File: src/rtl/if_id_fetch_stage.sv
// IF stage and IF/ID register: PC, imem req/ack fetch, one-entry skid,
// load-use/redirect bubbles, stale-response drain. Ports: imem_*, stall_sig, redirect_*, IF/ID outs.
module if_id_fetch_stage #(
  parameter logic [31:0] RESET_PC          = 32'h0000_0000,
  parameter logic [31:0] NOP_INSTR         = 32'h0000_0013,
  parameter int unsigned LOAD_STALL_CYCLES = 1
) (
  input  logic        clk,
  input  logic        rst_n,
  output logic        imem_req,
  output logic [31:0] imem_addr,
  input  logic        imem_ack,
  input  logic [31:0] imem_rdata,
  input  logic        stall_sig,
  input  logic        redirect_valid,
  input  logic [31:0] redirect_pc,
  output logic [31:0] instr_out,
  output logic [31:0] pc_out,
  output logic [31:0] pc4_out,
  output logic        instr_valid
);

  typedef enum logic [1:0] {
    FETCH,
    STALL,
    DRAIN
  } state_t;

  typedef struct packed {
    logic [31:0] instr;
    logic [31:0] pc;
    logic [31:0] pc4;
    logic        valid;
  } if_id_t;

  localparam logic [1:0] STALL_N = 2'(LOAD_STALL_CYCLES);

  state_t      r_state, w_state;
  logic [31:0] r_pc, w_pc;
  logic        r_req, w_req;
  logic [31:0] r_addr, w_addr;
  if_id_t      r_ifid, w_ifid;
  logic        r_skv, w_skv;
  logic [31:0] r_skd, w_skd;
  logic [31:0] r_skp, w_skp;
  logic [1:0]  r_cnt, w_cnt;

  logic        w_ack;
  logic [31:0] w_pc4;
  logic        w_fetch;
  logic        w_skid_fill;

  assign w_ack = r_req & imem_ack;
  assign w_pc4 = r_pc + 32'd4;

  always_comb begin
    w_state     = r_state;
    w_pc        = r_pc;
    w_req       = r_req;
    w_addr      = r_addr;
    w_ifid      = r_ifid;
    w_ifid.instr = NOP_INSTR;
    w_ifid.valid = 1'b0;
    w_skv       = r_skv;
    w_skd       = r_skd;
    w_skp       = r_skp;
    w_cnt       = r_cnt;
    w_fetch     = 1'b0;
    w_skid_fill = 1'b0;
    if (redirect_valid) begin
      w_pc  = redirect_pc;
      w_skv = 1'b0;
      w_cnt = 2'd0;
      // Unacked request must complete at its old address;
      // its response is thrown away in DRAIN.
      if (r_req && !imem_ack) begin
        w_state = DRAIN;
      end else begin
        w_state = FETCH;
        w_req   = 1'b1;
        w_addr  = redirect_pc;
      end
    end else begin
      unique case (r_state)
        DRAIN: begin
          if (w_ack) begin
            w_state = FETCH;
            w_req   = 1'b1;
            w_addr  = r_pc;
          end
        end
        STALL: begin
          if (r_cnt > 2'd1) begin
            w_cnt       = r_cnt - 2'd1;
            w_skid_fill = w_ack;
          end else begin
            w_state = FETCH;
            w_cnt   = 2'd0;
            if (r_skv) begin
              // Skid word replaces a memory access;
              // the next fetch is launched alongside.
              w_ifid.instr = r_skd;
              w_ifid.pc    = r_skp;
              w_ifid.pc4   = r_skp + 32'd4;
              w_ifid.valid = 1'b1;
              w_skv        = 1'b0;
              w_req        = 1'b1;
              w_addr       = r_pc;
            end else begin
              w_fetch = 1'b1;
            end
          end
        end
        default: begin
          if (stall_sig && r_ifid.valid) begin
            w_state     = STALL;
            w_cnt       = STALL_N;
            w_skid_fill = w_ack;
          end else begin
            w_fetch = 1'b1;
          end
        end
      endcase
      if (w_skid_fill) begin
        w_skv = 1'b1;
        w_skd = imem_rdata;
        w_skp = r_pc;
        w_pc  = w_pc4;
        w_req = 1'b0;
      end
      if (w_fetch) begin
        if (w_ack) begin
          w_ifid.instr = imem_rdata;
          w_ifid.pc    = r_pc;
          w_ifid.pc4   = w_pc4;
          w_ifid.valid = 1'b1;
          w_pc         = w_pc4;
          w_req        = 1'b1;
          w_addr       = w_pc4;
        end else if (!r_req) begin
          w_req  = 1'b1;
          w_addr = r_pc;
        end
      end
    end
  end

  always_ff @(posedge clk or negedge rst_n) begin
    if (!rst_n) begin
      r_state <= FETCH;
      r_pc    <= RESET_PC;
      r_req   <= 1'b0;
      r_addr  <= RESET_PC;
      r_ifid  <= '{instr: NOP_INSTR, pc: 32'd0,
                   pc4: 32'd0, valid: 1'b0};
      r_skv   <= 1'b0;
      r_skd   <= 32'd0;
      r_skp   <= 32'd0;
      r_cnt   <= 2'd0;
    end else begin
      r_state <= w_state;
      r_pc    <= w_pc;
      r_req   <= w_req;
      r_addr  <= w_addr;
      r_ifid  <= w_ifid;
      r_skv   <= w_skv;
      r_skd   <= w_skd;
      r_skp   <= w_skp;
      r_cnt   <= w_cnt;
    end
  end

  assign imem_req    = r_req;
  assign imem_addr   = r_addr;
  assign instr_out   = r_ifid.instr;
  assign pc_out      = r_ifid.pc;
  assign pc4_out     = r_ifid.pc4;
  assign instr_valid = r_ifid.valid;

endmodule

File: config.mk
export PLATFORM = sky130hd
export DESIGN_NAME = if_id_fetch_stage
export DESIGN_NICKNAME = d
export VERILOG_FILES = /design/src/rtl/if_id_fetch_stage.sv
export SDC_FILE = /design/constraint.sdc
export NUM_CORES = 1
export LEC_CHECK = 0
export CORE_ASPECT_RATIO = 0.9
export CORE_MARGIN = 8
export CORE_UTILIZATION = 59
export DETAILED_ROUTE_END_ITERATION = 10
export PLACE_DENSITY = 0.91
export SYNTH_ARGS = -nofsm -noshare
export SYNTH_HDL_FRONTEND = slang
export SYNTH_SLANG_ARGS = --single-unit
File: constraint.sdc
create_clock -name clk -period 3.7 [get_ports clk]
set_input_delay 0.37 -clock clk [delete_from_list [all_inputs] [get_ports clk]]
set_output_delay 0.37 -clock clk [all_outputs]
set_load 0.01 [all_outputs]
==> impl_metrics.env, run 1 <==
export IMPL_outcome="finished, final reports clean"
export IMPL_hold_depth=3
export IMPL_via_count=11600
export IMPL_tritoncts="built"
export IMPL_critical_path_fanouts_max=27
export IMPL_route_final_wire_length_mm=41.4
export IMPL_clkLatencyLatePin_ps=520
export IMPL_layout_cell_area_non_filler_sq_mm=0.0153
export IMPL_n_antenna_cell=0
export IMPL_depth_of_the_worst_register_to_register_path=7
export IMPL_grt_start_max_net_pins=88
export IMPL_synth_distinct_cells=80
export IMPL_synth_ff_latch_count=231
export IMPL_postSynthAreaPerCell_sq_um=9.43
export IMPL_syn_instance_count=1309
export IMPL_dieArea_sq_mm=0.0258
export IMPL_synthesis_area_sq_mm=0.0123
export IMPL_resized_cells_post_cts=0
export IMPL_ys_seq_area_frac=0.469
export IMPL_initial_core_util=0.598
export IMPL_worstPathArrival_ps=3370
export IMPL_async_flop_share=1.00
export IMPL_cts_max_path_buffers=3
export IMPL_dp_cells=1679
export IMPL_ys_flop_type="sky130_fd_sc_hd__dfrtp_1"
export IMPL_routed_wire_length_per_instance_microns=24.0
export IMPL_placed_area_sq_mm=0.0144
export IMPL_achievable_frequency_mhz=337
export IMPL_post_route_drc_count=0
export IMPL_min_to="r_pc[25]"
export IMPL_layout_cells_most_common="sky130_fd_sc_hd__dfrtp_1"
export IMPL_max_cap_viol_count=0
export IMPL_area_occupied_by_multi_input_gates_sq_mm=0.00598
export IMPL_htree_depth=1
export IMPL_area_growth_pct=23.8
export IMPL_grt_pass1_wl_mm=64.8
export IMPL_hold_path_startpoint="redirect_valid"
export IMPL_drt_iter0_markers=1846
export IMPL_power_static_leakage_nw=6.28
export IMPL_antenna_violating_nets_post_route=0
export IMPL_layout_nets=1520
export IMPL_postCtsSetupRepairBufs=0
export IMPL_worst_r2r_startpoint="r_state[1]"
export IMPL_layout_common_cells="228 x sky130_fd_sc_hd__dfrtp_1, 226 x sky130_fd_sc_hd__nand2_1, 196 x sky130_fd_sc_hd__clkdlybuf4s50_1"
export IMPL_grt_remaining_overflow=0
export IMPL_cts_clk_slew_worst_paths_ps=60
export IMPL_fp_dieW_microns=168
export IMPL_layout_filler_cells=1422
export IMPL_first_global_vias=11600
export IMPL_setup_viol=0
export IMPL_worstHoldPathType="in -> reg"
export IMPL_required_time_of_the_critical_path_ps=4110
export IMPL_post_route_period_util=0.801
export IMPL_crit_path_end_kind="flop"
export IMPL_r2r_slack_ps=740
export IMPL_power_density_mw_per_mm2=585
export IMPL_worst_setup_path_start_kind="flop"
export IMPL_clkSinkCount=231
export IMPL_place_detailed_hpwl_mm=28.3
export IMPL_final_cell_count_no_fill=1724
export IMPL_gr_usage_all_layers=0.312
export IMPL_fin_tns_setup_ps=0
export IMPL_area_of_the_placeable_core_sq_mm=0.0206
export IMPL_finalHoldViolations=0
export IMPL_ioPinCount=199
export IMPL_worstSetupPathType="reg -> reg"
export IMPL_timing_final_max_slew_violations=0
export IMPL_combined_flip_flop_and_latch_cell_area_sq_mm=0.00578
export IMPL_io_buffers=198
export IMPL_yosysWarningCount=0
export IMPL_timing_slew_headroom=0.395
export IMPL_drive_gt1_frac=0.107
export IMPL_fin_skew_ps=11.2
export IMPL_unrepaired_setup_endpoints_after_global_routing="no"
export IMPL_post_synth_edffs=0
export IMPL_dr_pass1_iters=6
export IMPL_vertical_die_dimension_microns=153
export IMPL_vdd_drop_max_mv=0.315
export IMPL_route_detailed_vias_per_inst=6.76
export IMPL_antenna_found_initial=0
export IMPL_fin_crit_period_ps=2960
export IMPL_cts_root_buffer_cell="sky130_fd_sc_hd__clkbuf_16"
export IMPL_final_weighted_congestion_in_routability_driven_placement=0.934
export IMPL_syn_num_nets=1382
export IMPL_rr_endpoint="pc4_out[13]"
export IMPL_cts_made_buffers=25
export IMPL_standard_cell_row_count=50
export IMPL_tightest_slew_ps=908
power breakdown:
part | leakage (nW) | switching [mW] | internal, mW | total (mW)
Clock | 0.431 | 1.03 | 1.57 | 2.60
Sequential | 2.93 | 0.623 | 3.13 | 3.76
Combinational | 2.93 | 1.27 | 1.31 | 2.58
Total | 6.28 | 2.92 | 6.01 | 8.94
cell families (layout without fill, tap and decap cells):
family,after synthesis,in the layout,synth area share
AOI/OAI and AO/OA,330,330,0.179
adders and majority gates,4,4,0.00406
xor gates and xnor gates,62,62,0.0440
buffers and inverters,139,294,0.0503
muxes,81,81,0.0728
and+or+nand+nor,462,462,0.181
DFF,231,231,0.469
per-stage QoR:
step | hold slack [ps] | setup WS [ps] | util | power [mW]
floorplan | 74.4 | 1380 | - | 4.92
global placement | 410 | 821 | 0.698 | 6.18
detailed placement | 421 | 773 | 0.698 | 6.29
CTS | 352 | 771 | 0.740 | 8.91
global route | 392 | 571 | 0.740 | 9.30
finish | 370 | 736 | 0.740 | 8.94
Yosys cell counts, types with 5 or more instances:
cell type / number / share of area
sky130_fd_sc_hd__and4_1: 7 / 0.0050
sky130_fd_sc_hd__a221oi_1: 7 / 0.0050
sky130_fd_sc_hd__mux2i_1: 11 / 0.0089
sky130_fd_sc_hd__inv_1: 22 / 0.0067
sky130_fd_sc_hd__o211ai_1: 11 / 0.0067
sky130_fd_sc_hd__nand2b_1: 10 / 0.0051
sky130_fd_sc_hd__a31oi_1: 9 / 0.0046
sky130_fd_sc_hd__nor2_1: 48 / 0.015
sky130_fd_sc_hd__and2_1: 5 / 0.0025
sky130_fd_sc_hd__or3_1: 5 / 0.0025
sky130_fd_sc_hd__a221o_1: 10 / 0.0081
sky130_fd_sc_hd__and3_1: 16 / 0.0081
sky130_fd_sc_hd__nand2_1: 226 / 0.069
sky130_fd_sc_hd__buf_4: 10 / 0.0061
sky130_fd_sc_hd__mux2_2: 59 / 0.054
sky130_fd_sc_hd__a21boi_0: 7 / 0.0043
sky130_fd_sc_hd__xor2_1: 16 / 0.011
sky130_fd_sc_hd__nand3_1: 41 / 0.017
sky130_fd_sc_hd__buf_2: 43 / 0.017
sky130_fd_sc_hd__o21ai_0: 30 / 0.012
sky130_fd_sc_hd__a22o_1: 5 / 0.0035
sky130_fd_sc_hd__a211oi_1: 7 / 0.0043
sky130_fd_sc_hd__o221ai_1: 11 / 0.0078
sky130_fd_sc_hd__o21ai_1: 60 / 0.024
sky130_fd_sc_hd__a21o_1: 9 / 0.0055
sky130_fd_sc_hd__mux2_1: 11 / 0.010
sky130_fd_sc_hd__a21oi_1: 69 / 0.028
sky130_fd_sc_hd__xnor2_1: 46 / 0.033
sky130_fd_sc_hd__nor3_1: 29 / 0.012
sky130_fd_sc_hd__nand4_1: 24 / 0.012
sky130_fd_sc_hd__clkbuf_1: 56 / 0.017
sky130_fd_sc_hd__o22a_1: 5 / 0.0035
sky130_fd_sc_hd__o31a_1: 5 / 0.0035
sky130_fd_sc_hd__buf_1: 6 / 0.0018
sky130_fd_sc_hd__dfrtp_1: 228 / 0.46
sky130_fd_sc_hd__nor4_1: 22 / 0.011
sky130_fd_sc_hd__a22oi_1: 43 / 0.026
timing repair:
item | in CTS | in global routing
hold buffers | 1 | 0
hold endpoints to repair | 83 | 0
endpoints found under the setup margin | 0 | 0
registers in the layout, indices dropped and copies added, names as in the netlist:
register	cells
r_skp	32
r_pc	32
r_skv	1
r_cnt	2
r_state	2
r_skd	32
imem_addr	32
instr_out	32
imem_req	1
pc_out	32
pc4_out	32
instr_valid	1
how the worst max path moves through the flow:
stage | start | depth (start not counted) | slack [ps] | end
final | r_state[1] | 7 | 740 | pc4_out[13]
after global routing | r_state[0] | 8 | 570 | pc4_out[25]
after CTS | r_state[0] | 8 | 770 | pc4_out[5]
after detailed placement | r_state[0] | 8 | 770 | pc4_out[5]
after global placement | r_state[0] | 8 | 820 | pc4_out[5]
after floorplan | r_state[0] | 8 | 1380 | pc4_out[5]
worst max-delay path, stage by stage (launching register included):
cell and delay (ps):
sky130_fd_sc_hd__dfrtp_1 400, sky130_fd_sc_hd__inv_1 60, sky130_fd_sc_hd__ha_1 440, sky130_fd_sc_hd__nand3b_1 430, sky130_fd_sc_hd__a21oi_2 710, sky130_fd_sc_hd__buf_4 440, sky130_fd_sc_hd__a22oi_1 160, sky130_fd_sc_hd__o22a_1 200
routing by layer:
layer,track usage,share of wire,up-vias
li1,-,-,4982
met1,0.419,0.37,5648
met2,0.472,0.45,863
met3,0.0911,0.13,153
met4,0.119,0.043,0
met5,0,0,-
area by class of cell:
type | count | share of cell area
multi-input cells | 939 | 0.391
flip-flops and latches | 231 | 0.379
repair buffers | 227 | 0.147
clock buffers | 37 | 0.0504
well taps | 260 | 0.0213
clock inverters | 7 | 0.00606
inverters | 23 | 0.00565
No activity file was read; power rests on OpenSTA's default activity.
==> run 2: changes to the inputs <==
- CORE_UTILIZATION: 59 -> 49
- PLACE_DENSITY: 0.91 -> 0.81
- clock period: 3.7 -> 2.71 ns (I/O delays scaled with it)
==> run 2 against run 1 <==
Wire length about the same; sequential share of layout area shrank 1.3 points; setup slack got worse by 650 ps; combinational power grew 41%; critical path depth is 1 higher; sequential power is 36% higher; clock power up 28%; clock-buffer cell count increased by 1; utilization fell by 11 points; largest power group unchanged.
==> impl_metrics.env, run 2 (synthesis results as in run 1) <==
export IMPL_outcome="finished, final reports clean"
export IMPL_worst_setup_path_start_kind="flop"
export IMPL_cts_clk_slew_worst_paths_ps=60
export IMPL_placed_area_sq_mm=0.0150
export IMPL_place_ws_ps=102
export IMPL_critical_path_fanouts_max=29
export IMPL_power_density_mw_per_mm2=763
export IMPL_dieArea_sq_mm=0.0305
export IMPL_dp_cells=1818
export IMPL_fin_tns_setup_ps=0
export IMPL_cts_max_path_buffers=3
export IMPL_cts_made_buffers=26
export IMPL_power_switching_fraction=0.333
export IMPL_initial_core_util=0.494
export IMPL_timing_final_max_slew_violations=0
export IMPL_netSwitchingPower_mw=4.03
export IMPL_max_cap_viol_count=0
export IMPL_rr_endpoint="instr_out[22]"
export IMPL_area_of_the_placeable_core_sq_mm=0.0250
export IMPL_dr_pass1_iters=5
export IMPL_n_antenna_cell=0
export IMPL_layout_cell_area_non_filler_sq_mm=0.0158
export IMPL_power_combinational_fraction=0.302
export IMPL_power_share_clock=0.276
export IMPL_route_final_wire_length_mm=41.5
export IMPL_grt_pass1_wl_mm=65.3
export IMPL_first_global_vias=11600
export IMPL_finalHoldViolations=0
export IMPL_path_cells="inv_1, ha_1, or4b_1, a21oi_4, o21ai_4, buf_6, buf_4, a21oi_1"
export IMPL_vertical_die_dimension_microns=167
export IMPL_route_detailed_vias_per_inst=6.18
export IMPL_fin_crit_period_ps=2620
export IMPL_antenna_found_initial=0
export IMPL_depth_of_the_worst_register_to_register_path=8
export IMPL_worstSetupPathType="reg -> reg"
export IMPL_worst_r2r_startpoint="r_state[0]"
export IMPL_worstHoldPathType="in -> async"
export IMPL_power_share_sequential=0.422
export IMPL_antenna_violating_nets_post_route=0
export IMPL_fin_skew_ps=11.6
export IMPL_drt_iter0_markers=1752
export IMPL_timing_final_ws_setup_ps=90.8
export IMPL_worst_setup_endpoint="instr_out[22]"
export IMPL_place_detailed_hpwl_mm=30.1
export IMPL_layout_nets=1578
export IMPL_post_route_drc_count=0
export IMPL_achievable_frequency_mhz=382
export IMPL_via_count=11500
export IMPL_worstPathArrival_ps=3060
export IMPL_standard_cell_row_count=55
export IMPL_clkLatencyLatePin_ps=540
export IMPL_cts_root_buffer_cell="sky130_fd_sc_hd__clkbuf_16"
export IMPL_grt_start_max_net_pins=77
export IMPL_fp_dieW_microns=183
export IMPL_ioPinCount=199
export IMPL_layout_common_cells="228 x sky130_fd_sc_hd__dfrtp_1, 226 x sky130_fd_sc_hd__nand2_1, 196 x sky130_fd_sc_hd__clkdlybuf4s50_1"
export IMPL_required_time_of_the_critical_path_ps=3150
export IMPL_tritoncts="built"
export IMPL_timing_slew_headroom=0.423
export IMPL_clkSinkCount=231
export IMPL_hold_ws_ps=284
export IMPL_routed_wire_length_per_instance_microns=22.3
export IMPL_power_static_leakage_nw=6.55
export IMPL_drive_gt1_frac=0.138
export IMPL_r2r_slack_ps=90
export IMPL_crit_path_end_kind="flop"
export IMPL_critical_path_slowest_stage_cell="sky130_fd_sc_hd__or4b_1"
export IMPL_setup_viol=0
export IMPL_post_route_period_util=0.967
export IMPL_p_int_mw=8.05
export IMPL_postCtsSetupRepairBufs=0
export IMPL_unrepaired_setup_endpoints_after_global_routing="yes"
export IMPL_grt_remaining_overflow=0
export IMPL_worstSetupStartpoint="r_state[0]"
export IMPL_layout_cells_most_common="sky130_fd_sc_hd__dfrtp_1"
export IMPL_htree_depth=1
export IMPL_tightest_slew_ps=865
export IMPL_final_weighted_congestion_in_routability_driven_placement=0.972
export IMPL_area_growth_pct=28.3
export IMPL_io_buffers=198
export IMPL_cpPeakStageDelay_ps=620
export IMPL_vdd_drop_max_mv=0.432
export IMPL_final_cell_count_no_fill=1864
export IMPL_gr_usage_all_layers=0.265
[run 2: how the worst min path moves through the flow]
| stage | startpoint | endpoint | slack (ps) | cells past startpoint |
|---|---|---|---|---|
| floorplan | rst_n | imem_addr[0] | -20 | 0 |
| global placement | rst_n | r_pc[3] | 280 | 1 |
| detailed placement | rst_n | r_pc[9] | 280 | 1 |
| CTS | redirect_valid | r_pc[19] | 290 | 4 |
| global route | imem_rdata[0] | instr_out[0] | 310 | 3 |
| finish | rst_n | r_pc[9] | 280 | 2 |
[run 2: what timing repair did]
action / 4_1_cts / 5_1_grt
hold buffers: 1 / 0
endpoints found under the setup margin: 0 / 40
endpoints found under the hold margin: 67 / 0
gates resized for setup: 0 / 2
[run 2: layout make-up]
cell class | instances | area [sq um]
clock buffers | 38 | 746
clock inverters | 7 | 48.8
fillers | 1993 | 9150
inverters | 23 | 87.6
multi-input cells | 939 | 5990
flip-flops and latches | 231 | 5780
well taps | 342 | 428
repair buffers | 284 | 2750
[run 2: power groups by stage]
stage	logic, mW	clock network, mW	registers (mW)
after CTS	3.64	3.36	5.07
after global routing	3.92	3.50	5.19
after floorplan	1.68	0	5.04
final	3.65	3.33	5.10
after detailed placement	3.61	0	5.12
after global placement	3.50	0	5.08
[run 2: per-stage QoR]
step	utilization	total power [mW]
floorplan	-	6.72
global placement	0.601	8.59
detailed placement	0.601	8.73
CTS	0.633	12.1
global route	0.634	12.6
finish	0.634	12.1
[run 2: critical path: cells and delay by family, from the launching register on]
kind,cells,cell delay (ps)
buf+inv,3,570
compound gates,3,630
fa+ha+maj,1,320
flops,1,370
simple gates,1,620
[run 2: per-layer routing]
metal	wire length, microns	share of wire	track usage	vias to the layer above
met1	16700	0.40	0.360	5623
met3	4980	0.12	0.0735	95
li1	-	-	-	5113
met4	1400	0.034	0.0929	0
met5	0	0	0	-
met2	18400	0.44	0.400	696
==> run 3: changes to the inputs <==
- PLACE_DENSITY: 0.81 -> default
- PLACE_DENSITY_LB_ADDON: default -> 0.3
- SKIP_LAST_GASP: default -> 1
==> run 3 against run 2 <==
Clock-buffer cell count decreased by 6; register-to-register slack better by 50 ps; clock skew grew 7.4 ps; via count decreased by 0.69%; utilization increased by 0.20 points; largest cell class unchanged; clock power is 6% lower; power is 1.6% lower; global-route usage shrank 0.12 points.
==> impl_metrics.env, run 3 (synthesis results as in run 1) <==
export IMPL_dieArea_sq_mm=0.0305
export IMPL_ioPinCount=199
export IMPL_power_static_leakage_nw=6.57
export IMPL_layout_nets=1582
export IMPL_area_growth_pct=28.7
export IMPL_fin_tns_setup_ps=0
export IMPL_fp_dieW_microns=183
export IMPL_cts_max_path_buffers=3
export IMPL_power_switching_fraction=0.333
export IMPL_dr_pass1_iters=6
export IMPL_worst_setup_path_start_kind="flop"
export IMPL_final_weighted_congestion_in_routability_driven_placement=0.955
export IMPL_post_route_period_util=0.946
export IMPL_path_cells="inv_1, ha_1, buf_4, nand3b_1, a211oi_4, buf_12, nand2_1, mux2_2, nand3_1"
export IMPL_worstPathArrival_ps=3020
export IMPL_antenna_violating_nets_post_route=0
export IMPL_cts_root_buffer_cell="sky130_fd_sc_hd__clkbuf_16"
export IMPL_fin_crit_period_ps=2560
export IMPL_placed_area_sq_mm=0.0151
export IMPL_timing_critical_path_max_delay_family="simple AND/OR/NAND/NOR gates"
export IMPL_worstHoldPathType="in -> async"
export IMPL_power_combinational_fraction=0.307
export IMPL_io_buffers=198
export IMPL_via_count=11400
export IMPL_cts_made_buffers=25
export IMPL_layout_cell_area_non_filler_sq_mm=0.0159
export IMPL_grt_pass1_wl_mm=64.0
export IMPL_outcome="finished, final reports clean"
export IMPL_place_detailed_hpwl_mm=30.0
export IMPL_cts_clk_slew_worst_paths_ps=60
export IMPL_htree_depth=1
export IMPL_standard_cell_row_count=55
export IMPL_tritoncts="built"
export IMPL_routed_wire_length_per_instance_microns=22.3
export IMPL_clkLatencyLatePin_ps=530
export IMPL_p_int_mw=7.92
export IMPL_critical_path_n_buffers_inverters=3
export IMPL_area_of_the_placeable_core_sq_mm=0.0250
export IMPL_timing_slew_headroom=0.407
export IMPL_netSwitchingPower_mw=3.96
export IMPL_route_final_wire_length_mm=41.6
export IMPL_critical_path_fanouts_max=23
export IMPL_post_route_drc_count=0
export IMPL_vdd_drop_max_mv=0.514
export IMPL_worstSetupPathType="reg -> reg"
export IMPL_vertical_die_dimension_microns=167
export IMPL_grt_start_max_net_pins=84
export IMPL_timing_final_max_slew_violations=0
export IMPL_required_time_of_the_critical_path_ps=3170
export IMPL_drive_gt1_frac=0.141
export IMPL_crit_path_end_kind="flop"
export IMPL_max_cap_viol_count=0
export IMPL_first_global_vias=11100
export IMPL_layout_common_cells="228 x sky130_fd_sc_hd__dfrtp_1, 226 x sky130_fd_sc_hd__nand2_1, 196 x sky130_fd_sc_hd__clkdlybuf4s50_1"
export IMPL_power_density_mw_per_mm2=748
export IMPL_cpPeakStageDelay_ps=470
export IMPL_antenna_found_initial=1
export IMPL_initial_core_util=0.494
export IMPL_finalHoldViolations=0
export IMPL_grt_remaining_overflow=0
export IMPL_unrepaired_setup_endpoints_after_global_routing="no"
export IMPL_tightest_slew_ps=889
export IMPL_achievable_frequency_mhz=390
export IMPL_drt_iter0_markers=1475
export IMPL_gr_usage_all_layers=0.264
export IMPL_setup_viol=0
export IMPL_critical_path_slowest_stage_cell="sky130_fd_sc_hd__a211oi_4"
export IMPL_layout_cells_most_common="sky130_fd_sc_hd__dfrtp_1"
export IMPL_power_share_clock=0.265
export IMPL_power_share_sequential=0.428
export IMPL_fin_skew_ps=19.0
export IMPL_clkSinkCount=231
export IMPL_route_detailed_vias_per_inst=6.13
-- run 3: cell count changes in the layout (fill, tap and decap cells not counted), sizes merged --
cell,change
diode,+1
inv,+2
clkbuf,-5
clkinv,+2
buf,+4
-- run 3: routing by layer --
| layer | track usage | vias to the layer above | routed length, microns |
|---|---|---|---|
| met3 | 0.0637 | 106 | 4750 |
| met4 | 0.0816 | 0 | 1300 |
| li1 | - | 5113 | - |
| met2 | 0.396 | 719 | 18400 |
| met5 | 0 | - | 0 |
| met1 | 0.371 | 5510 | 17100 |
-- run 3: power by group through the flow --
stage	registers, mW	logic (mW)	clock network [mW]
2_1_floorplan	5.04	1.68	0
3_3_place_gp	5.08	3.53	0
3_5_place_dp	5.11	3.61	0
4_1_cts	5.06	3.63	3.19
5_1_grt	5.18	3.94	3.32
6_report	5.09	3.65	3.14
-- run 3: worst paths after layout --
kind / depth (start not counted) / slack, ps / from / end
max: 9 / 150 / r_state[1] / pc4_out[27]
min: 2 / 260 / rst_n / imem_addr[8]
max reg2reg: 9 / 150 / r_state[1] / pc4_out[27]
min reg2reg: 2 / 480 / pc_out[10] / pc_out[10]
max in group asynchronous: 3 / 1680 / rst_n / instr_out[4]
min in group clk: 3 / 300 / imem_rdata[1] / instr_out[1]
-- run 3: layout make-up --
type	instances	area, sq um
sequential	231	5780
clock inverter	11	65.1
clock buffer	32	672
timing repair buffer	289	2840
inverter	23	87.6
tap	342	428
multi-input combinational	939	6000
antenna	1	2.50
fill	2046	9100
-- run 3: through the flow --
stage	power (mW)	setup slack, ps	hold slack (ps)	instances	utilization
finish	11.9	145	258	1868	0.636
global route	12.4	27.3	283	1868	0.636
CTS	11.9	153	275	1865	0.634
detailed placement	8.72	165	230	1821	0.604
global placement	8.61	216	229	1821	0.604
floorplan	6.72	388	-24.6	1309	-
-- run 3: repair_timing --
item | 4_1_cts | 5_1_grt
endpoints found under the hold margin | 49 | 0
resized for setup | 0 | 3
buffers inserted | 0 | 1
setup endpoints to repair | 0 | 7
hold buffers | 1 | 0
